`src/rtl/bldc_hall_sequencer_pkg.sv`:
```
// Shared types, constants and the hall-code to sector lookup for the BLDC hall sequencer.
package bldc_hall_sequencer_pkg;

   localparam int unsigned HALL_W   = 3;
   localparam int unsigned SECTOR_W = 3;

   localparam logic [SECTOR_W-1:0] SECTOR_INVALID = 3'd7;

   typedef enum logic [1:0] {
      ST_IDLE  = 2'd0,
      ST_ALIGN = 2'd1,
      ST_RUN   = 2'd2,
      ST_FAULT = 2'd3
   } state_e;

   // Forward rotation visits sectors 0..5; 000 and 111 are never produced by a healthy sensor.
   function automatic logic [SECTOR_W-1:0] hall_to_sector(input logic [HALL_W-1:0] code);
      logic [SECTOR_W-1:0] sec;
      case (code)
         3'b101:  sec = 3'd0;
         3'b100:  sec = 3'd1;
         3'b110:  sec = 3'd2;
         3'b010:  sec = 3'd3;
         3'b011:  sec = 3'd4;
         3'b001:  sec = 3'd5;
         default: sec = SECTOR_INVALID;
      endcase
      return sec;
   endfunction

endpackage

```
`src/rtl/bldc_hall_sequencer_hall_debounce.sv`:
```
// Two-flop synchroniser plus stability counter for the three hall inputs.
// A code is accepted once the synchronised value has been seen DEBOUNCE_CYCLES
// consecutive times, giving a raw-to-output latency of DEBOUNCE_CYCLES+2 clocks.
module bldc_hall_sequencer_hall_debounce
   import bldc_hall_sequencer_pkg::*;
#(
   parameter int unsigned DEBOUNCE_CYCLES = 4
) (
   input  logic                clk,
   input  logic                rst,
   input  logic [HALL_W-1:0]   hall_raw,
   output logic [HALL_W-1:0]   hall_code,
   output logic [SECTOR_W-1:0] sector
);

   localparam int unsigned          CNT_W      = $clog2(DEBOUNCE_CYCLES + 1);
   localparam logic [CNT_W-1:0]     CNT_MAX    = CNT_W'(DEBOUNCE_CYCLES);
   localparam logic [CNT_W-1:0]     ACCEPT_CNT = CNT_W'(DEBOUNCE_CYCLES - 1);

   logic [HALL_W-1:0] sync1_q;
   logic [HALL_W-1:0] sync2_q;
   logic [HALL_W-1:0] cand_q;
   logic [CNT_W-1:0]  cnt_q;

   // Synchronise, track the candidate code and commit it after enough stable samples.
   always_ff @(posedge clk) begin
      if (rst) begin
         sync1_q   <= '0;
         sync2_q   <= '0;
         cand_q    <= '0;
         cnt_q     <= '0;
         hall_code <= '0;
         sector    <= SECTOR_INVALID;
      end else begin
         sync1_q <= hall_raw;
         sync2_q <= sync1_q;
         if (sync2_q != cand_q) begin
            cand_q <= sync2_q;
            cnt_q  <= CNT_W'(1);
            if (DEBOUNCE_CYCLES == 1) begin
               hall_code <= sync2_q;
               sector    <= hall_to_sector(sync2_q);
            end
         end else begin
            if (cnt_q != CNT_MAX) begin
               cnt_q <= cnt_q + CNT_W'(1);
            end
            if (cnt_q == ACCEPT_CNT) begin
               hall_code <= cand_q;
               sector    <= hall_to_sector(cand_q);
            end
         end
      end
   end

endmodule

```
`src/rtl/bldc_hall_sequencer.sv`:
```
// Hall front-end for BLDC commutation: sequence checking, period/stall measurement,
// fault latching and the commutation enable.
module bldc_hall_sequencer
   import bldc_hall_sequencer_pkg::*;
#(
   parameter int unsigned REG_SIZE        = 16,
   parameter int unsigned DEBOUNCE_CYCLES = 4,
   parameter int unsigned STALL_CYCLES    = 50000,
   parameter int unsigned SKIP_LIMIT      = 3
) (
   input  logic                clk,
   input  logic                rst,
   input  logic                enable,
   input  logic                fault_clr,
   input  logic                hall_1,
   input  logic                hall_2,
   input  logic                hall_3,
   output logic [HALL_W-1:0]   hall_code,
   output logic [SECTOR_W-1:0] sector,
   output logic                direction,
   output logic [REG_SIZE-1:0] period_out,
   output logic                period_valid,
   output logic                commutate_en,
   output logic                hall_error,
   output logic                seq_error,
   output logic                stall,
   output logic [1:0]          state
);

   localparam int unsigned          SKIP_W    = $clog2(SKIP_LIMIT + 1);
   localparam logic [REG_SIZE-1:0]  CNT_SAT   = '1;
   localparam logic [REG_SIZE-1:0]  STALL_VAL = REG_SIZE'(STALL_CYCLES);
   localparam logic [SKIP_W-1:0]    SKIP_MAX  = SKIP_W'(SKIP_LIMIT);

   state_e              state_q;
   state_e              state_d;
   logic [HALL_W-1:0]   code_prev_q;
   logic [REG_SIZE-1:0] cnt_q;
   logic [REG_SIZE-1:0] cnt_d;
   logic [REG_SIZE-1:0] cnt_inc_c;
   logic [SKIP_W-1:0]   skip_q;
   logic [SKIP_W-1:0]   skip_d;
   logic                direction_d;
   logic [REG_SIZE-1:0] period_d;
   logic                period_valid_d;
   logic                commutate_en_d;
   logic                hall_error_d;
   logic                seq_error_d;
   logic                stall_d;
   logic                fault_c;
   logic [SECTOR_W-1:0] sector_prev_c;
   logic                new_valid_c;
   logic                old_valid_c;
   logic                hall_chg_c;
   logic [3:0]          step_c;

   bldc_hall_sequencer_hall_debounce #(
      .DEBOUNCE_CYCLES (DEBOUNCE_CYCLES)
   ) u_debounce (
      .clk       (clk),
      .rst       (rst),
      .hall_raw  ({hall_1, hall_2, hall_3}),
      .hall_code (hall_code),
      .sector    (sector)
   );

   // Classify the latest accepted change as a step of (new - old) mod 6 sectors.
   always_comb begin
      sector_prev_c = hall_to_sector(code_prev_q);
      new_valid_c   = (sector != SECTOR_INVALID);
      old_valid_c   = (sector_prev_c != SECTOR_INVALID);
      hall_chg_c    = (hall_code != code_prev_q);
      step_c        = 4'(sector) + 4'd6 - 4'(sector_prev_c);
      if (step_c >= 4'd6) begin
         step_c = step_c - 4'd6;
      end
      cnt_inc_c = (cnt_q == CNT_SAT) ? cnt_q : cnt_q + REG_SIZE'(1);
   end

   // Next-state and next-register logic for the FSM, counters and fault flags.
   always_comb begin
      state_d        = state_q;
      cnt_d          = cnt_q;
      skip_d         = skip_q;
      direction_d    = direction;
      period_d       = period_out;
      period_valid_d = 1'b0;
      hall_error_d   = hall_error;
      seq_error_d    = seq_error;
      stall_d        = stall;
      fault_c        = 1'b0;

      case (state_q)
         ST_IDLE: begin
            cnt_d = '0;
            if (enable) begin
               state_d = ST_ALIGN;
            end
         end
         ST_ALIGN: begin
            cnt_d = '0;
            if (!enable) begin
               state_d = ST_IDLE;
            end else if (new_valid_c) begin
               state_d = ST_RUN;
            end
         end
         ST_RUN: begin
            cnt_d = cnt_inc_c;
            if (hall_chg_c && new_valid_c && old_valid_c) begin
               cnt_d = '0;
               if (step_c == 4'd1 || step_c == 4'd5) begin
                  direction_d    = (step_c == 4'd1);
                  period_d       = cnt_inc_c;
                  period_valid_d = 1'b1;
                  skip_d         = '0;
               end else if (skip_q != SKIP_MAX) begin
                  skip_d = skip_q + SKIP_W'(1);
               end
            end
            if (!new_valid_c) begin
               hall_error_d = 1'b1;
               fault_c      = 1'b1;
            end
            if (skip_q == SKIP_MAX) begin
               seq_error_d = 1'b1;
               fault_c     = 1'b1;
            end
            if (cnt_q == STALL_VAL) begin
               stall_d = 1'b1;
               fault_c = 1'b1;
            end
            if (fault_c) begin
               state_d = ST_FAULT;
            end else if (!enable) begin
               state_d = ST_IDLE;
            end
         end
         ST_FAULT: begin
            cnt_d = '0;
            if (fault_clr) begin
               state_d      = ST_IDLE;
               hall_error_d = 1'b0;
               seq_error_d  = 1'b0;
               stall_d      = 1'b0;
               skip_d       = '0;
            end
         end
         default: begin
            state_d = ST_IDLE;
         end
      endcase

      commutate_en_d = (state_d == ST_RUN);
   end

   // State and output registers.
   always_ff @(posedge clk) begin
      if (rst) begin
         state_q      <= ST_IDLE;
         code_prev_q  <= '0;
         cnt_q        <= '0;
         skip_q       <= '0;
         direction    <= 1'b0;
         period_out   <= '0;
         period_valid <= 1'b0;
         commutate_en <= 1'b0;
         hall_error   <= 1'b0;
         seq_error    <= 1'b0;
         stall        <= 1'b0;
      end else begin
         state_q      <= state_d;
         code_prev_q  <= hall_code;
         cnt_q        <= cnt_d;
         skip_q       <= skip_d;
         direction    <= direction_d;
         period_out   <= period_d;
         period_valid <= period_valid_d;
         commutate_en <= commutate_en_d;
         hall_error   <= hall_error_d;
         seq_error    <= seq_error_d;
         stall        <= stall_d;
      end
   end

   assign state = state_q;

endmodule

```
`config.mk`:
```
export PLATFORM = sky130hd
export DESIGN_NAME = bldc_hall_sequencer
export DESIGN_NICKNAME = d
export VERILOG_FILES = /design/src/rtl/bldc_hall_sequencer_pkg.sv /design/src/rtl/bldc_hall_sequencer_hall_debounce.sv /design/src/rtl/bldc_hall_sequencer.sv
export SDC_FILE = /design/constraint.sdc
export NUM_CORES = 1
export LEC_CHECK = 0
export ABC_AREA = 1
export BUFFER_PORTS_ARGS = -buffer_cell sky130_fd_sc_hd__buf_2
export CORE_UTILIZATION = 40
export CTS_BUF_LIST = sky130_fd_sc_hd__clkbuf_8
export CTS_CLUSTER_SIZE = 10
export DETAILED_ROUTE_END_ITERATION = 10
export SYNTH_ARGS = -nofsm -noshare
export SYNTH_HDL_FRONTEND = slang
export SYNTH_HIERARCHICAL = 1
export SYNTH_SLANG_ARGS = --single-unit
```
`constraint.sdc`:
```
create_clock -name clk -period 7.4 [get_ports clk]
set_input_delay 0.74 -clock clk [delete_from_list [all_inputs] [get_ports clk]]
set_output_delay 0.74 -clock clk [all_outputs]
set_load 0.01 [all_outputs]
```
==> impl_metrics.py, run 1 <==
metrics = {
    "status": {
        "status": "complete, no violations",
    },
    "synthesis": {
        "synth_compound_area_share_pct": 5.87,
        "synth-simple-area-share_pct": 36.4,
        "synth.net_count": 467,
        "synthFlopType": "dfxtp_1",
        "synthMuxAreaShare_pct": 0,
        "synth_edf_count": 0,
        "syn-cell-area_um2": 3150,
        "synthCells": 448,
        "async_reset_ff_share_pct": 0,
        "ys_seq_area_share_pct": 40.0,
        "syn_area_per_cell_um2": 7.04,
        "synth_xor_area_share_pct": 3.02,
        "synth_top_family_by_area": "simple AND/OR/NAND/NOR gates",
        "synthAdderAreaFrac_pct": 5.00,
        "synth_seq_cells": 63,
        "ys_warn_count": 6,
        "yosys.cell_types.count": 34,
    },
    "placed_design": {
        "portBuffers": 36,
        "dpl.hpwl_um": 4870,
        "pre_cts_ws_ps": 3840,
        "place.gp.congestion": 0.821,
        "placed_area_um2": 3410,
    },
    "grt": {
        "overflow": 0,
        "grt_use_total_pct": 17.5,
        "antenna_found_initial": 0,
        "grt_pass1_wl_um": 11600,
        "grt_pass1_vias": 2567,
        "grt_max_degree": 31,
    },
    "setup_path": {
        "cp.arrival_ps": 3760,
        "startpoint": "code_prev_q[0]$_SDFF_PP0_",
        "critPathKind": "reg -> reg",
        "critPathCaptureType": "flop",
        "cp-start-kind": "flop",
        "cp.required_ps": 7630,
        "crit_fanout": 30,
        "r2r_cells": 16,
        "reg2reg_from": "code_prev_q[0]$_SDFF_PP0_",
    },
    "finish": {
        "multiInputGateArea_um2": 1590,
        "final_net_count": 505,
        "finalInstanceArea_um2": 3610,
        "drive_gt1_share_pct": 16.5,
        "antenna_cells": 0,
        "area_growth_pct": 14.4,
        "fillCellCount": 836,
        "seqCellArea_um2": 1260,
    },
    "power": {
        "power.share.clock_pct": 42.2,
        "p_comb_share_pct": 8.8,
        "peakVddDrop_mv": 0.101,
        "leakage_nw": 1.68,
        "internal_power_w": 0.000539,
        "p_switching_w": 0.000178,
        "seqPwrFrac_pct": 49.0,
        "power_density_nw_per_um2": 199,
        "switching_share_pct": 24.8,
    },
    "flow_run": {
        "cap_violations": 0,
    },
    "route": {
        "drt_iter0_drc": 126,
        "final_antenna_net_count": 0,
        "drc_errors": 0,
        "viasPerCell": 4.61,
        "dr.pass1.iters": 4,
        "wl_um": 6500,
        "vias": 2728,
        "wire_per_inst_um": 11.0,
    },
    "clock_network": {
        "cts_buffer_depth": 2,
        "clk_pin_slew_worst_paths_ps": 70,
        "cts_max_level": 3,
        "clkLatencyLatePin_ps": 340,
        "cts-resized-gates": 0,
        "clock-root-buffer": "clkbuf_8",
        "cts_made_buffers": 9,
        "cts.hold.buffers_added": 0,
        "post_cts_buffers": 0,
        "cts_tree": "yes",
        "cts.sinks": 63,
    },
    "timing": {
        "hold_viol_final": 0,
        "rsz0062_at_grt": "false",
        "period_minus_slack_ps": 3540,
        "skew_ps": 6.32,
        "tns_ps": 0,
        "finalMaxSlewViolations": 0,
        "setup_slack_ps": 3860,
        "setup_viol_count_final": 0,
        "relSlewSlack_pct": 25.4,
        "fmax_mhz": 283,
        "worst_pin_slew_ps": 1120,
        "fin_crit_sh_pct": 47.8,
    },
    "die": {
        "chipHeight_um": 90.8,
        "die_x_um": 90.8,
        "row_count": 32,
        "initial_core_util_pct": 41.0,
        "io_pins": 37,
        "die_area_um2": 8240,
        "coreArea_um2": 7690,
    },
    "hold_path": {
        "hold_path.class": "reg -> reg",
        "whs_path_depth": 2,
        "hp-start": "u_debounce/sync1_q[2]$_SDFF_PP0_",
    },
}
-- metal layers --
metal  vias up  track usage, %  wire length (um)
met5         -               0                 0
li1       1468               -                 -
met4         0            7.14               131
met2        39            26.6              2770
met1      1209            23.9              3380
met3        12            4.12               222
-- power by group through the flow --
stage                     Sequential, W  Clock [W]  Combinational (W)
after floorplan                0.000359          0          0.0000475
after global placement         0.000359          0          0.0000610
after detailed placement       0.000359          0          0.0000627
after CTS                      0.000351   0.000309          0.0000630
after global routing           0.000352   0.000327          0.0000727
final                          0.000351   0.000303          0.0000627
-- metrics by stage --
step	hold WS (ps)	std cells	total power [W]	utilization (%)
after global placement	389	577	0.000420	44.4
after detailed placement	398	577	0.000422	44.4
after CTS	407	592	0.000723	46.9
final	404	592	0.000717	46.9
after floorplan	388	448	0.000407	-
after global routing	414	592	0.000751	46.9
-- Yosys cell counts, drive strengths merged (4+ instances only) --
master / count / share of area [%]
buf: 7 / 1.3
nand4: 12 / 2.9
a21oi: 16 / 2.8
xor2: 5 / 1.6
o21ai: 14 / 2.2
inv: 68 / 8.1
xnor2: 5 / 1.4
nand2: 105 / 14
nor3: 4 / 0.63
nand3: 28 / 4.9
ha: 11 / 4.4
nor2: 98 / 13
dfxtp: 63 / 40
-- cells in the final DEF (no fill, tap or decap), types with 4 or more instances in the layout --
| cell | n |
|---|---|
| clkbuf_8 | 11 |
| nand4_1 | 11 |
| o21ai_0 | 9 |
| a21oi_1 | 14 |
| buf_2 | 36 |
| inv_2 | 7 |
| nand2_2 | 5 |
| dfxtp_1 | 63 |
| xnor2_1 | 5 |
| nand2_4 | 4 |
| o21ai_1 | 5 |
| nand3_1 | 25 |
| xor2_1 | 4 |
| ha_1 | 11 |
| nand2_1 | 96 |
| nor2_1 | 92 |
| nor3_1 | 4 |
| inv_1 | 62 |
-- worst max-delay path: stages (launching register included) --
cell     delay [ps]
dfxtp_1         370
inv_1            80
o21ai_1         150
inv_2            50
ha_1            260
inv_1            40
ha_1            200
fa_1            480
ha_1            220
nor2_1          110
nand3_1          70
nand2_1          80
nand3_1          80
nor2_2          860
inv_2           160
nor2_1          150
nor2_1           60
-- state kept, by name, summed over array words and instances (netlist names), 2 cells and up --
signal	count
skip_q	2
state	2
cnt_q	16
code_prev_q	3
u_debounce/sync1_q	3
u_debounce/cnt_q	3
u_debounce/cand_q	3
u_debounce/sector	3
u_debounce/hall_code	3
u_debounce/sync2_q	3
period_out	16
-- worst paths after layout --
path	to	slack, ps
worst min register to register	u_debounce/sync2_q[2]$_SDFF_PP0_	400
worst max register to register	period_out[11]$_SDFFE_PP0P_	3860
worst max-delay path	period_out[11]$_SDFFE_PP0P_	3860
worst min-delay path	u_debounce/sync2_q[2]$_SDFF_PP0_	400
-- cell families (layout without fill, tap and decap cells) --
group                    Yosys count  in the layout
AND/OR/NAND/NOR                  252            252
buffers and inverters             77            119
flip-flops                        63             63
AO/OA/AOI/OAI                     34             34
adder cells (fa/ha/maj)           12             12
XOR/XNOR                          10             10
-- area by class of cell --
class                           count  share of cell area, %
Clock buffer                       11                   4.20
Multi-Input combinational cell    308                   44.0
Sequential cell                    63                   35.0
Tap cell                          102                   3.54
Clock inverter                      4                   1.28
Timing Repair Buffer               36                   4.99
Inverter                           68                   7.07
No activity file was read; power rests on OpenSTA's default activity.
==> inputs of run 2 (changes only) <==
Settings changed: ABC_AREA 1 to 0.
Clock period 7.4 ns to 2.94 ns, I/O delays scaled along.
==> run 2 against run 1 <==
  * The run now ends with negative setup slack left
  * Synthesized area fell by 2.1%
  * Power rose to 2.6 times the previous value
  * Fmax rose by 13%
  * Clock power rose to 2.8 times the previous value
  * Die area fell by 2.0%
  * Final area rose by 3.6%
  * Combinational power rose by 77%
  * Clock-buffer cell count fell by 1
  * Core utilization rose by 3.8 points
  * Register-to-register slack got worse by 4000 ps
  * Sequential power rose by 150%
  * Via count fell by 1.5%
  * Largest cell class unchanged
==> impl_metrics.py, run 2 <==
metrics = {
    "synthesis": {
        "synth_top_area_share_pct": 40.8,
        "syn_area_per_cell_um2": 8.80,
        "synth.top_cells.by_area": "dfxtp_1 (41%), a21oi_1 (5.0%), ha_1 (4.5%), nor2b_1 (3.6%), mux2i_1 (3.2%)",
        "synthCells": 351,
        "yosys.cell_types.count": 55,
        "synth_edf_count": 0,
        "async_reset_ff_share_pct": 0,
        "synth_seq_cells": 63,
        "synth.net_count": 370,
        "synthFlopType": "dfxtp_1",
        "synth_common_cells": "dfxtp_1 (63), a21oi_1 (31), nand2_1 (22), nor2_1 (22)",
        "ys_seq_area_share_pct": 40.8,
        "ys_warn_count": 6,
        "synth_top_cell_by_area": "dfxtp_1",
        "syn-cell-area_um2": 3090,
        "synth_most_common_cell": "dfxtp_1",
    },
    "finish": {
        "final_net_count": 416,
        "final_cell_mix": "dfxtp_1 (60), buf_2 (36), a21oi_1 (31)",
        "antenna_cells": 0,
        "finalInstanceArea_um2": 3740,
        "final_common_cell": "dfxtp_1",
        "top_regs": "cnt_q x16, period_out x16",
        "drive_gt1_share_pct": 24.4,
        "area_growth_pct": 21.1,
        "final_core_util_pct": 50.7,
    },
    "placed_design": {
        "portBuffers": 36,
        "dpl.hpwl_um": 4920,
        "placed_area_um2": 3430,
        "place.gp.congestion": 0.837,
    },
    "clock_network": {
        "clkLatencyLatePin_ps": 340,
        "cts_max_level": 3,
        "cts.hold.buffers_added": 0,
        "cts_tree": "yes",
        "cts_made_buffers": 9,
        "cts_buffer_depth": 2,
        "clk_pin_slew_worst_paths_ps": 70,
        "cts.sinks": 63,
        "clock-root-buffer": "clkbuf_8",
    },
    "power": {
        "switching_share_pct": 23.0,
        "power_density_nw_per_um2": 492,
        "total_power_w": 0.00184,
        "p_switching_w": 0.000423,
        "seqPwrFrac_pct": 47.6,
        "peakVddDrop_mv": 0.273,
        "power.share.clock_pct": 46.4,
        "leakage_nw": 1.49,
        "p_comb_share_pct": 6.0,
        "internal_power_w": 0.00142,
    },
    "timing": {
        "whs_ps": 163,
        "worst_pin_slew_ps": 808,
        "setup_viol_count_final": 18,
        "setup_slack_ps": -182,
        "tns_ps": -1410,
        "period_minus_slack_ps": 3120,
        "fin_crit_sh_pct": 106,
        "finalMaxSlewViolations": 0,
        "skew_ps": 13.8,
        "rsz0062_at_grt": "true",
        "fmax_mhz": 320,
        "relSlewSlack_pct": 46.1,
        "hold_viol_final": 0,
    },
    "setup_path": {
        "cp.required_ps": 3200,
        "critPathCaptureType": "flop",
        "cp-start-kind": "flop",
        "critPathKind": "reg -> reg",
        "cp.arrival_ps": 3380,
        "crit_fanout": 8,
    },
    "grt": {
        "grt_pass1_wl_um": 11900,
        "overflow": 0,
        "grt_use_total_pct": 18.4,
        "grt_max_degree": 45,
        "antenna_found_initial": 0,
        "grt_pass1_vias": 2552,
    },
    "route": {
        "wire_per_inst_um": 14.1,
        "dr.pass1.iters": 4,
        "final_antenna_net_count": 0,
        "drt_iter0_drc": 86,
        "top_layer": "met4",
        "viasPerCell": 5.36,
        "dr_wl_met3_um": 229,
        "drc_errors": 0,
        "vias": 2686,
        "m1WireLength_um": 3410,
        "wl_um": 7050,
        "wl_met2_um": 3340,
    },
    "status": {
        "violations": "negative setup slack",
        "status": "finished with violations",
    },
    "hold_path": {
        "hold_path.class": "in -> reg",
    },
    "die": {
        "io_pins": 37,
        "coreArea_um2": 7370,
        "die_x_um": 89.9,
        "chipHeight_um": 89.9,
        "die_area_um2": 8070,
        "initial_core_util_pct": 41.9,
        "row_count": 31,
    },
    "flow_run": {
        "cap_violations": 0,
    },
}
[run 2: changes by cell type in the layout (fill, tap and decap cells not counted), sizes merged, moves of 4 or more]
| cell | change |
|---|---|
| nand2b | +4 |
| nor2 | -76 |
| nand3 | -10 |
| nand2 | -83 |
| a21oi | +15 |
| and4 | +5 |
| inv | -51 |
| buf | +20 |
| a311oi | +6 |
| mux2i | +10 |
| nor2b | +18 |
| nor4 | +7 |
| nor3 | +6 |
| nand4 | -4 |
[run 2: worst paths after layout]
check / cells after the start / slack [ps] / end / start
worst max-delay path: 12 / -180 / period_out[0]$_SDFFE_PP0P_ / code_prev_q[1]$_SDFF_PP0_
worst min-delay path: 2 / 160 / u_debounce/sync1_q[0]$_SDFF_PP0_ / hall_3
worst max register to register: 12 / -180 / period_out[0]$_SDFFE_PP0P_ / code_prev_q[1]$_SDFF_PP0_
worst min register to register: 1 / 440 / u_debounce/sync2_q[0]$_SDFF_PP0_ / u_debounce/sync1_q[0]$_SDFF_PP0_
[run 2: per-stage QoR]
stage | setup slack, ps | instances
after floorplan | -104 | 351
after global placement | -132 | 481
after detailed placement | -206 | 481
after CTS | -180 | 501
after global routing | -312 | 501
final | -182 | 501
[run 2: logic make-up (layout without fill, tap and decap cells)]
| group | count (synthesis) | count (layout) | share of synthesized area [%] |
|---|---|---|---|
| muxes | 13 | 13 | 4.46 |
| AOI/OAI and AO/OA | 79 | 79 | 16.2 |
| DFF | 63 | 63 | 40.8 |
| xor gates and xnor gates | 12 | 12 | 3.40 |
| buffers and inverters | 39 | 90 | 5.51 |
| adders and majority gates | 12 | 12 | 5.11 |
| and+or+nand+nor | 133 | 133 | 24.5 |
[run 2: repair_timing]
action,in CTS,in global routing
pin swaps,3,5
gates resized for setup,10,6
setup endpoints to repair,19,19
buffers inserted,4,0
[run 2: power by group through the flow]
stage / clock (W) / sequential [W] / combinational [W]
floorplan: 0 / 0.000894 / 0.0000785
CTS: 0.000874 / 0.000874 / 0.000112
global route: 0.000902 / 0.000876 / 0.000125
detailed placement: 0 / 0.000895 / 0.000109
global placement: 0 / 0.000895 / 0.000106
finish: 0.000853 / 0.000874 / 0.000111
[run 2: worst max-delay path, stage by stage (launching register included)]
cell and delay (ps):
dfxtp_4 360, xor2_1 140, a21oi_1 140, ha_2 190, inv_2 40, ha_4 140, fa_1 480, ha_2 200
nand2b_4 130, mux2_4 270, or4_4 490, or3_1 340, a21oi_1 130
[run 2: per-layer routing]
layer | up-vias | GRT usage, %
li1 | 1355 | -
met1 | 1275 | 22.8
met2 | 49 | 31.0
met3 | 7 | 4.82
met4 | 0 | 6.05
met5 | - | 0
[run 2: layout make-up]
| class | count | area, um2 |
|---|---|---|
| clock inverters | 6 | 85.1 |
| inverters | 18 | 67.6 |
| flip-flops and latches | 63 | 1270 |
| fillers | 724 | 3630 |
| multi-input cells | 249 | 1720 |
| clock buffers | 10 | 138 |
| repair buffers | 56 | 338 |
| well taps | 99 | 124 |
==> inputs of run 3 (changes only) <==
Settings changed: PLACE_DENSITY_LB_ADDON set to 0.08.
==> run 3 against run 2 <==
  * Clock-buffer cell count did not move
  * The flow still finishes with violations (negative setup slack)
  * Power fell by 5.9%
  * Clock skew fell by 4.5 ps
  * Combinational power rose by 6%
  * Largest cell class unchanged
  * Setup slack improved by 11 ps
  * Highest routed layer unchanged
  * Critical endpoint unchanged
==> impl_metrics.py, run 3 (synthesized netlist as in run 2, its figures left out) <==
metrics = {
    "status": {
        "status": "finished with violations",
        "violations": "negative setup slack",
    },
    "placed_design": {
        "portBuffers": 36,
        "place.gp.congestion": 0.847,
        "dpl.hpwl_um": 5000,
    },
    "power": {
        "leakage_nw": 1.53,
        "internal_power_w": 0.00132,
        "power.share.clock_pct": 42.6,
        "p_comb_share_pct": 6.8,
        "power_density_nw_per_um2": 446,
        "seqPwrFrac_pct": 50.6,
        "switching_share_pct": 23.5,
        "p_switching_w": 0.000406,
        "peakVddDrop_mv": 0.233,
    },
    "finish": {
        "fillCellCount": 723,
        "drive_gt1_share_pct": 26.5,
        "final_net_count": 418,
        "area_growth_pct": 25.6,
        "final_cell_mix": "dfxtp_1 (60), buf_2 (36), a21oi_1 (28)",
        "top_regs": "cnt_q x16, period_out x16",
        "final_core_util_pct": 52.6,
        "antenna_cells": 0,
        "final_common_cell": "dfxtp_1",
        "seqCellArea_um2": 1270,
        "multiInputGateArea_um2": 1780,
    },
    "grt": {
        "grt_pass1_vias": 2407,
        "grt_max_degree": 30,
        "antenna_found_initial": 0,
        "grt_pass1_wl_um": 12100,
        "grt_use_total_pct": 18.9,
        "overflow": 0,
    },
    "route": {
        "drt_iter0_drc": 123,
        "wire_per_inst_um": 14.4,
        "final_antenna_net_count": 0,
        "vias": 2662,
        "dr.pass1.iters": 4,
        "wl_um": 7230,
        "viasPerCell": 5.29,
        "drc_errors": 0,
    },
    "die": {
        "chipHeight_um": 89.9,
        "coreArea_um2": 7370,
        "initial_core_util_pct": 41.9,
        "row_count": 31,
        "io_pins": 37,
        "die_x_um": 89.9,
        "die_area_um2": 8070,
    },
    "timing": {
        "rsz0062_at_grt": "true",
        "setup_viol_count_final": 12,
        "fmax_mhz": 322,
        "fin_crit_sh_pct": 106,
        "worst_pin_slew_ps": 536,
        "whs_ps": 153,
        "finalMaxSlewViolations": 0,
        "skew_ps": 9.32,
        "period_minus_slack_ps": 3110,
        "relSlewSlack_pct": 64.3,
        "tns_ps": -1360,
        "hold_viol_final": 0,
        "setup_slack_ps": -170,
    },
    "clock_network": {
        "cts_made_buffers": 9,
        "cts_tree": "yes",
        "cts_max_level": 3,
        "cts.sinks": 63,
        "clkLatencyLatePin_ps": 350,
        "cts.hold.buffers_added": 0,
        "clk_pin_slew_worst_paths_ps": 70,
        "clock-root-buffer": "clkbuf_8",
        "cts_buffer_depth": 2,
    },
    "setup_path": {
        "critPathCaptureType": "flop",
        "crit_fanout": 6,
        "cp.required_ps": 3210,
        "cp.arrival_ps": 3380,
        "cp-start-kind": "flop",
        "critPathKind": "reg -> reg",
    },
    "hold_path": {
        "hold_path.class": "in -> reg",
    },
    "flow_run": {
        "cap_violations": 0,
    },
}
## run 3: final cells by class
cell class,instances,area share (%)
Multi-Input combinational cell,249,45.9
Sequential cell,63,32.7
Timing Repair Buffer,58,11.5
Clock buffer,10,3.55
Tap cell,99,3.19
Inverter,18,1.74
Clock inverter,6,1.39
## run 3: worst max-delay path: stages, from the launching register on
cell and delay [ps]:
dfxtp_4 350, xor2_1 160, a21oi_1 150, ha_2 190, inv_2 40, ha_4 140, fa_1 480, ha_2 210
nand2b_4 130, mux2_4 280, or4_4 480, or3_1 330, a21oi_1 120
## run 3: worst paths after layout
kind              slack [ps]  cells after the start                               end                        startpoint
hold / removal           150                      2  u_debounce/sync1_q[2]$_SDFF_PP0_                            hall_1
setup reg to reg        -170                     12        period_out[0]$_SDFFE_PP0P_         code_prev_q[0]$_SDFF_PP0_
hold reg to reg          440                      1  u_debounce/sync2_q[2]$_SDFF_PP0_  u_debounce/sync1_q[2]$_SDFF_PP0_
setup / recovery        -170                     12        period_out[0]$_SDFFE_PP0P_         code_prev_q[0]$_SDFF_PP0_
## run 3: layer usage
metal  GRT usage, %  part of all wire, %  wire length, um  vias to the layer above
met5              0                    0                0                        -
met4           9.68                  2.1              155                        0
met3           3.21                  3.7              266                       11
met2           26.7                   40             2910                       55
met1           27.6                   54             3900                     1233
li1               -                    -                -                     1363
## run 3: repair_timing
item	CTS	global route
resized for setup	24	5
buffers inserted	4	0
cloned	3	0
pin swaps	4	4
endpoints found under the setup margin	19	20
## run 3: stage by stage
stage,instances,cell area [um2],power [W],setup WS (ps)
floorplan,351,3130,0.000972,-104
global placement,480,3460,0.00101,-137
detailed placement,480,3460,0.00101,-200
CTS,503,3850,0.00175,-179
global route,503,3880,0.00180,-336
finish,503,3880,0.00173,-170
## run 3: power by group through the flow
stage               clock network (W)  registers (W)  logic (W)
floorplan                           0       0.000894  0.0000785
global placement                    0       0.000895   0.000111
detailed placement                  0       0.000895   0.000114
CTS                          0.000754       0.000875   0.000118
global route                 0.000790       0.000877   0.000133
finish                       0.000737       0.000875   0.000118
